--- src/rtl/axi_sink_wresp_engine.sv ---
// AXI-sink W/B engine: pops one {id,len} descriptor per burst, sinks len+1 W beats, answers with one B.
// Optional macro BRESP_DELAY_EN inserts a resp_delay-cycle DELAY state between the last W beat and B.
module axi_sink_wresp_engine #(
    parameter int unsigned ID_WIDTH   = 6,
    parameter int unsigned LEN_WIDTH  = 8,
    parameter int unsigned DATA_WIDTH = 128,
    parameter int unsigned CNT_WIDTH  = 32
) (
    input  logic                          clock,
    input  logic                          reset,
    input  logic [ID_WIDTH+LEN_WIDTH-1:0] desc_in,
    input  logic                          desc_empty,
    output logic                          desc_consumed,
    input  logic [DATA_WIDTH-1:0]         s_wdata,
    input  logic [DATA_WIDTH/8-1:0]       s_wstrb,
    input  logic                          s_wlast,
    input  logic                          s_wvalid,
    output logic                          s_wready,
    output logic [ID_WIDTH-1:0]           s_bid,
    output logic [1:0]                    s_bresp,
    output logic                          s_bvalid,
    input  logic                          s_bready,
    output logic [CNT_WIDTH-1:0]          beat_count,
    output logic [CNT_WIDTH-1:0]          err_count,
    input  logic [7:0]                    resp_delay
);

`ifdef BRESP_DELAY_EN
    typedef enum logic [1:0] {ST_IDLE, ST_DATA, ST_DELAY, ST_RESP} state_t;
    logic [7:0]            r_dly;
`else
    typedef enum logic [1:0] {ST_IDLE, ST_DATA, ST_RESP} state_t;
`endif

    state_t                r_state;
    state_t                w_next;
    logic [ID_WIDTH-1:0]   r_id;
    logic [LEN_WIDTH-1:0]  r_len;
    logic [LEN_WIDTH-1:0]  r_beat_idx;
    logic                  r_err;
    logic [CNT_WIDTH-1:0]  r_beat_count;
    logic [CNT_WIDTH-1:0]  r_err_count;
    logic                  w_accept;
    logic                  w_final;
    logic                  w_burst_end;
    logic                  w_unused;

    // W data/strobes are intentionally dropped
`ifdef BRESP_DELAY_EN
    assign w_unused = ^{s_wdata, s_wstrb};
`else
    assign w_unused = ^{s_wdata, s_wstrb, resp_delay};
`endif

    assign w_accept    = (r_state == ST_DATA) && s_wvalid;
    assign w_final     = (r_beat_idx == r_len);
    // an early WLAST ends the burst just like the final beat does
    assign w_burst_end = w_accept && (w_final || s_wlast);

    always_ff @(posedge clock) begin
        if (reset) r_state <= ST_IDLE;
        else       r_state <= w_next;
    end

    always_comb begin
        w_next        = r_state;
        s_wready      = 1'b0;
        s_bvalid      = 1'b0;
        s_bid         = '0;
        s_bresp       = 2'b00;
        desc_consumed = 1'b0;
        case (r_state)
            ST_IDLE: begin
                if (!desc_empty) w_next = ST_DATA;
            end
            ST_DATA: begin
                s_wready = 1'b1;
                if (w_burst_end) begin
`ifdef BRESP_DELAY_EN
                    w_next = (resp_delay == 8'd0) ? ST_RESP : ST_DELAY;
`else
                    w_next = ST_RESP;
`endif
                end
            end
`ifdef BRESP_DELAY_EN
            ST_DELAY: begin
                if (r_dly <= 8'd1) w_next = ST_RESP;
            end
`endif
            ST_RESP: begin
                s_bvalid      = 1'b1;
                s_bid         = r_id;
                s_bresp       = r_err ? 2'b10 : 2'b00;
                desc_consumed = s_bready && !reset;
                if (s_bready) w_next = ST_IDLE;
            end
            default: w_next = ST_IDLE;
        endcase
    end

    always_ff @(posedge clock) begin
        if (reset) begin
            r_id         <= '0;
            r_len        <= '0;
            r_beat_idx   <= '0;
            r_err        <= 1'b0;
            r_beat_count <= '0;
            r_err_count  <= '0;
`ifdef BRESP_DELAY_EN
            r_dly        <= '0;
`endif
        end else begin
            if (r_state == ST_IDLE && !desc_empty) begin
                r_id       <= desc_in[ID_WIDTH+LEN_WIDTH-1:LEN_WIDTH];
                r_len      <= desc_in[LEN_WIDTH-1:0];
                r_beat_idx <= '0;
                r_err      <= 1'b0;
            end
            if (w_accept) begin
                r_beat_idx   <= r_beat_idx + 1'b1;
                r_beat_count <= r_beat_count + 1'b1;
                if (w_final ? !s_wlast : s_wlast) r_err <= 1'b1;
            end
`ifdef BRESP_DELAY_EN
            if (w_burst_end)          r_dly <= resp_delay;
            else if (r_state == ST_DELAY) r_dly <= r_dly - 1'b1;
`endif
            if (r_state == ST_RESP && s_bready && r_err)
                r_err_count <= r_err_count + 1'b1;
        end
    end

    assign beat_count = r_beat_count;
    assign err_count  = r_err_count;

endmodule
--- config.mk ---
export PLATFORM = sky130hd
export DESIGN_NAME = axi_sink_wresp_engine
export DESIGN_NICKNAME = d
export VERILOG_FILES = /design/src/rtl/axi_sink_wresp_engine.sv
export SDC_FILE = /design/constraint.sdc
export NUM_CORES = 1
export LEC_CHECK = 0
export ABC_AREA = 1
export CORE_AREA = 2 2 96 98
export DETAILED_ROUTE_END_ITERATION = 16
export DIE_AREA = 0 0 98 100
export DONT_BUFFER_PORTS = 1
export PLACE_DENSITY = 0.77
export SYNTH_ARGS = -nofsm -noshare
export SYNTH_HDL_FRONTEND = slang
export SYNTH_SLANG_ARGS = --single-unit
--- constraint.sdc ---
create_clock -name clock -period 2 [get_ports clock]
set_input_delay 0.1 -clock clock [delete_from_list [all_inputs] [get_ports clock]]
set_output_delay 0.1 -clock clock [all_outputs]
set_load 0.02 [all_outputs]
After elaboration in Yosys (flattened, before gate mapping)
Index checks and enable logic that the tools add are counted.
Word-level totals
  register bits after elaboration: 89
  bits in latches: 0
  RAM bits: 0
  bits in read-only memories: 0
  output and inout port bits: 75
  logic and storage cells: 45
  memories kept: 0
Operators by class
  $add $sub $neg: 3
  multipliers: 0
  divide/modulo/power cells: 0
  magnitude comparators: 0
  eq/ne operators: 6
  shifts and indexed selects: 0
  muxes and demuxes: 16
  bitwise operators: 0
  reductions and logical operators: 13
Operators with widths (count)
  32-bit by 1-bit adder with 32-bit output (second input constant): 2
  8-bit 2-to-1 mux: 2
  2-bit 2-to-1 mux: 5
  8-bit by 1-bit adder with 8-bit output (second input constant): 1
  8-bit == test: 1
  1-bit 2-to-1 mux: 7
  1-bit logical AND: 6
  6-bit 2-to-1 mux: 1
  2-bit inequality test (second input constant): 3
  2-bit case mux with 3 select lines: 1
  1-bit zero test: 3
  3-bit AND reduction: 1
  2-bit by 1-bit == test with 1-bit output (second input constant): 1
  2-bit == test (second input constant): 1
  2-bit zero test: 1
  2-bit nonzero test: 1
  1-bit logical OR: 1

Longest topological paths before layout
Gate-level depths: netlist (run 1).
  depth in word-level cells: 5
  mapped depth: 10
  mapped depth without buffers: 10

Worst setup path before layout (run 1)
No wires, ideal clock.
  path type: register to register
  from: reg r_err_count[1], in the netlist err_count[1]
  to: reg r_err_count[28], in the netlist err_count[28]
  setup time: 0.113 ns
  arrival: 1.514 ns
  required time: 1.887 ns
  setup slack: 0.373 ns
  cell stages (with the launch flop): 11
  cells stage by stage: dfxtp_1 > ha_1 > nand2_1 > nor2_2 > nand2_1 > nor2_4 > nand2_2 > nor2_2 > nand2_1 > nor2_1 > nor2_1
Between the ends
  word-level cells in the longest chain between the ends: 1
RTL lines
  start: declaration: RTL line 42  | logic [CNT_WIDTH-1:0] r_err_count;
  start signal: assignment: RTL line 130  | r_err_count <= r_err_count + 1'b1;
  32-bit by 1-bit adder with 32-bit output: RTL line 130
No other way between the ends.
A chain may end at the register's enable or synchronous reset.

Worst setup path after layout (run 1)
  from: reg r_beat_count[9], in the netlist beat_count[9]
  to: reg r_beat_count[24], in the netlist beat_count[24]
Between the ends
  word-level cells in the longest chain between the ends: 1
RTL lines
  start: declaration: RTL line 41  | logic [CNT_WIDTH-1:0] r_beat_count;
  start signal: assignment: RTL line 122  | r_beat_count <= r_beat_count + 1'b1;
  32-bit by 1-bit adder with 32-bit output: RTL line 122
No other way between the ends.

==> flow_metrics.tcl, run 1 <==
set metrics [dict create \
    status "finished, final reports clean" \
    synth-seq-cells 89 \
    rows 35 \
    fin_nets 931 \
    core_sq_um 8890 \
    post-cts-setup-buffers 0 \
    synth-main-ff-cell "dfxtp_1" \
    skew_ps 14.2 \
    power_switching_share 0.246 \
    post-route-drc-count 0 \
    grt_pass1_vias 4638 \
    p_switching_mw 0.815 \
    clk_pin_slew_worst_paths_ps 90 \
    cp_max_fo 4 \
    synth_warnings 0 \
    clock_latency_ps 370 \
    synth_top_family_by_area "simple AND/OR/NAND/NOR gates" \
    seqPwrFrac 0.551 \
    fill_cells 823 \
    setup_viol 0 \
    syn_area_sq_um 4630 \
    hold_viol_final 0 \
    p_clk_frac 0.383 \
    clock_sinks 89 \
    async_flop_share 0 \
    grt_max_degree 45 \
    clk_path_buf_depth 2 \
    min_path_cells 4 \
    p_leak_nw 2.15 \
    cts_max_level 3 \
    io_pins 247 \
    drt_iter0_markers 156 \
    final_util 0.598 \
    critical_path.startpoint "beat_count[9]" \
    worstSetupPathType "reg2reg" \
    start_kind "register" \
    grt_setup_unrepaired "no" \
    die_y_microns 100 \
    synth_cells 710 \
    synthXorXnorAreaFrac 0.0227 \
    synth-compound-area-share 0.102 \
    synthAdderAreaFrac 0.0108 \
    hpwl_microns 8480 \
    synth_seq_area_share 0.385 \
    finalCritPeriodShare 0.857 \
    crit_buf_inv 0 \
    place_congestion 0.863 \
    grtUsageTotal 0.246 \
    area_delta_synth_final_pct 14.8 \
    crit_required_ps 2270 \
    syn_nets 886 \
    slew_violations 0 \
    p_total_mw 3.32 \
    fin_tns_setup_ps 0 \
    ff2ff_path_depth 7 \
    cp.depth 7 \
    synthMuxAreaShare 0 \
    maxCapViolCount 0 \
    critPathMaxStageDelay_ps 520 \
    pwr-share-comb 0.066 \
    cts_tree "yes" \
    antenna_found_initial 0 \
    start_util 0.521 \
    synth-simple-area-share 0.387 \
    via_count 4627 \
    root_buffer "clkbuf_8" \
    area.sequential_sq_um 1780 \
    synth_cell_types 37 \
    antenna_cells 0 \
    numCtsBuffers 9 \
    synth_area_per_cell_sq_um 6.52 \
    die_area_sq_um 9800 \
    fp.dieW_microns 98 \
    hp-start "s_bready" \
    power_density_nw_per_um2 624 \
    internal_power_mw 2.50 \
    multi_input_area_sq_um 2430 \
    ant_nets 0 \
    wire_per_inst_microns 13.3 \
    drive_gt1_frac 0.111 \
    wl_microns 11600 \
    crit_family "simple AND/OR/NAND/NOR gates" \
    routed_via_density 5.31 \
    arrival_ps 1980 \
    min_path_type "in2reg" \
    max_freq_mhz 584 \
    synth-edff-count 0 \
    grt-ovfl-total 0 \
    layout_min_cycle_time_ps 1710 \
    grt_pass1_wl_microns 19900 \
    end_kind "register" \
    dr.pass1.iters 5 \
    cpMaxStageDelayCell "dfxtp_1" \
    port_buffers 0 \
    path_cells "nand2_1 > nor2_1 > nand2_1 > nor2_1 > nand4_1 > nand2_1 > nor2_1" \
    worst_ir_drop_vdd_uv 339 \
    reg2reg_from "beat_count[9]" \
]
flip-flops by register name (all words and copies together), names as in the netlist:
signal / flops
r_len: 8
r_state: 2
r_err: 1
beat_count: 32
err_count: 32
r_beat_idx: 8
r_id: 6
layout by cell type (no fill, tap or decap), types with 3 or more instances in the layout:
cell type,synthesis,routed
nand2_1,155,155
nor2_1,139,139
dfxtp_1,89,89
inv_1,86,86
nand3_1,46,46
a21oi_1,45,45
o21ai_0,39,39
buf_4,1,32
nand4_1,17,17
dlygate4sd3_1,0,16
nor3_1,14,14
nor2_2,13,13
xor2_1,10,10
clkbuf_8,0,10
inv_2,5,5
ha_1,4,4
nand3_2,3,3
nor2_4,3,3
nand2_2,3,3
a211oi_1,3,3
final timing paths:
check                    to  slack (ps)
max          beat_count[24]         290
min            err_count[1]          50
max reg2reg  beat_count[24]         290
min reg2reg         r_id[2]         460
tightest hold or removal path, delay by kind of cell:
family / cells / cell delay (ps)
and+or+nand+nor: 3 / 210
AOI/OAI and AO/OA: 1 / 50
cell usage after synthesis, types with 3 or more instances:
| master | number | area, sq um |
|---|---|---|
| nand2_1 | 155 | 582 |
| nor2_1 | 139 | 522 |
| dfxtp_1 | 89 | 1780 |
| inv_1 | 86 | 323 |
| nand3_1 | 46 | 230 |
| a21oi_1 | 45 | 225 |
| o21ai_0 | 39 | 195 |
| nand4_1 | 17 | 106 |
| nor3_1 | 14 | 70.1 |
| nor2_2 | 13 | 81.3 |
| xor2_1 | 10 | 87.6 |
| clkbuf_1 | 7 | 26.3 |
| inv_2 | 5 | 18.8 |
| ha_1 | 4 | 50.1 |
| a211oi_1 | 3 | 22.5 |
| buf_2 | 3 | 15.0 |
| nand2_2 | 3 | 18.8 |
| nand3_2 | 3 | 30.0 |
| nor2_4 | 3 | 33.8 |
power by group through the flow:
stage               registers, mW  clock network (mW)  logic, mW
global placement             1.87                   0      0.173
floorplan                    1.87                   0      0.148
global route                 1.83                1.37      0.252
detailed placement           1.87                   0      0.179
finish                       1.83                1.27      0.221
CTS                          1.83                1.30      0.218
routing by layer:
metal | GRT usage | part of all wire | up-vias
met3 | 0.0710 | 0.075 | 17
met4 | 0.120 | 0.016 | 0
met2 | 0.424 | 0.50 | 143
met5 | 0 | 0 | -
met1 | 0.281 | 0.41 | 2105
li1 | - | - | 2362
layout make-up:
type	count	area share
clock inverters	6	0.0125
repair buffers	49	0.0791
inverters	92	0.0650
flip-flops and latches	89	0.335
well taps	111	0.0261
multi-input cells	514	0.456
clock buffers	10	0.0259
timing repair:
item | CTS | global route
endpoints found under the hold margin | 39 | 0
hold buffers | 17 | 0
gates resized for setup | 0 | 0
through the flow:
stage	hold slack, ps	instance area, sq um	cells	worst slack [ps]
floorplan	267	4630	710	373
global placement	174	4930	838	344
detailed placement	178	4930	838	290
CTS	34.6	5320	871	274
global route	69.5	5320	871	99.1
finish	47.1	5320	871	286
kinds of logic (layout without fill, tap and decap cells):
family | Yosys count | in the layout
buffers and inverters | 107 | 157
xor gates and xnor gates | 12 | 12
adders and majority gates | 4 | 4
and+or+nand+nor | 406 | 406
other | 1 | 1
DFF | 89 | 89
AOI/OAI and AO/OA | 91 | 91
(Power assumes the default switching activity.)
==> run 2, diff against run 1 <==
CELL_PAD_IN_SITES_DETAIL_PLACEMENT = 0   (was not set)
CELL_PAD_IN_SITES_GLOBAL_PLACEMENT = 1   (was not set)
CORE_AREA = not set   (was 2 2 96 98)
CORE_ASPECT_RATIO = 0.7   (was not set)
CORE_MARGIN = 2   (was not set)
CORE_UTILIZATION = 42   (was not set)
DIE_AREA = not set   (was 0 0 98 100)
PLACE_DENSITY = 0.89   (was 0.77)
==> run 2 against run 1 <==
  * Combinational power about the same
  * First-iteration DRC count up 110%
  * Total power up 10%
  * Cell area up 3.6%
  * Clock power up 27%
  * Flip-flop and latch count unchanged
  * Non-clock buffer count up 8
  * Critical path type unchanged
==> flow_metrics.tcl, run 2 (synthesized netlist as in run 1, its figures left out) <==
set metrics [dict create \
    antenna_cells 0 \
    p_leak_nw 2.22 \
    grt_setup_unrepaired "no" \
    ant_nets 0 \
    drive_gt1_frac 0.120 \
    wl_microns 12600 \
    cts_max_level 3 \
    slew_violations 0 \
    ff2ff_path_depth 7 \
    cp_max_fo 14 \
    place_congestion 0.905 \
    hpwl_microns 9000 \
    area_delta_synth_final_pct 18.9 \
    fill_cells 1053 \
    numCtsBuffers 9 \
    layout_min_cycle_time_ps 1760 \
    wire_per_inst_microns 13.6 \
    grt_pass1_vias 4278 \
    post-route-drc-count 0 \
    via_count 4669 \
    clock_latency_ps 340 \
    clock_sinks 89 \
    rrSetupSlack_ps 240 \
    cts_tree "yes" \
    arrival_ps 1990 \
    maxCapViolCount 0 \
    setup_viol 0 \
    critical_path.startpoint "r_state[0]" \
    cts_resized 0 \
    fin_nets 939 \
    worstSetupPathType "reg2reg" \
    port_buffers 0 \
    critPathMaxStageDelay_ps 430 \
    end_kind "register" \
    crit_family "simple AND/OR/NAND/NOR gates" \
    crit_required_ps 2240 \
    max_freq_mhz 569 \
    multi_input_area_sq_um 2430 \
    rows 32 \
    min_path_type "in2reg" \
    final_cell_mix "155 x nand2_1, 139 x nor2_1, 89 x dfxtp_1" \
    path_cells "nand3_2 > inv_2 > nand3_1 > nor2_2 > nand2_1 > o21ai_1 > nor2_1" \
    cp.depth 7 \
    core_sq_um 10900 \
    routed_via_density 5.07 \
    start_kind "register" \
    fp.dieW_microns 130 \
    finalCritPeriodShare 0.879 \
    clk_path_buf_depth 2 \
    io_pins 247 \
    start_util 0.425 \
    cts_hold_buffers 16 \
    grt-ovfl-total 0 \
    power_density_nw_per_um2 664 \
    grtUsageTotal 0.211 \
    layout_commonest_cell "nand2_1" \
    p_total_mw 3.66 \
    worst_ir_drop_vdd_uv 370 \
    root_buffer "clkbuf_16" \
    cpMaxStageDelayCell "dfxtp_1" \
    r2r-end "beat_count[27]" \
    cp-endpoint "beat_count[27]" \
    post-cts-setup-buffers 0 \
    reg2reg_from "r_state[0]" \
    crit_buf_inv 1 \
    antenna_found_initial 0 \
    clk_pin_slew_worst_paths_ps 70 \
    drt_iter0_markers 326 \
    skew_ps 8.41 \
    dr.pass1.iters 5 \
    area.sequential_sq_um 1780 \
    hold_viol_final 0 \
    die_area_sq_um 11900 \
    grt_pass1_wl_microns 20000 \
    fin_tns_setup_ps 0 \
    die_y_microns 91.9 \
    grt_max_degree 45 \
    status "finished, final reports clean" \
    final_util 0.506 \
]
-- run 2: per-stage QoR --
stage	cell area [sq um]	instances	hold slack (ps)	setup slack, ps
2_1_floorplan	4630	710	267	373
3_3_place_gp	5050	889	176	355
3_5_place_dp	5050	889	178	280
4_1_cts	5510	921	21.0	258
5_1_grt	5510	921	35.5	107
6_report	5510	921	37.1	242
-- run 2: worst min-delay path by stage --
stage	depth (start not counted)	to	slack, ps	startpoint
floorplan	2	r_len[0]	270	desc_in[0]
global placement	1	r_state[0]	180	reset
detailed placement	1	r_err	180	reset
CTS	2	err_count[1]	20	reset
global route	2	err_count[7]	40	reset
finish	2	err_count[1]	40	reset
-- run 2: routing by layer --
layer  up-vias  global-route usage  wire length [microns]
met3        13              0.0595                    989
met5         -                   0                      0
li1       2369                   -                      -
met2       169               0.319                   5340
met4         0              0.0663                    123
met1      2118               0.293                   6100
-- run 2: report_power, final --
group / internal [mW] / switching [mW]
logic: 0.0825 / 0.139
clock network: 0.883 / 0.722
registers: 1.81 / 0.0251
-- run 2: final cells by class --
class / instances / share of cell area
Clock buffer: 11 / 0.0441
Tap cell: 153 / 0.0348
Clock inverter: 5 / 0.00750
Timing Repair Buffer: 57 / 0.0868
Sequential cell: 89 / 0.324
Inverter: 92 / 0.0627
Multi-Input combinational cell: 514 / 0.441
-- run 2: worst register-to-register path: stages (launching register included) --
cell	delay [ps]
dfxtp_1	430
nand3_2	220
inv_2	280
nand3_1	150
nor2_2	270
nand2_1	120
o21ai_1	130
nor2_1	50
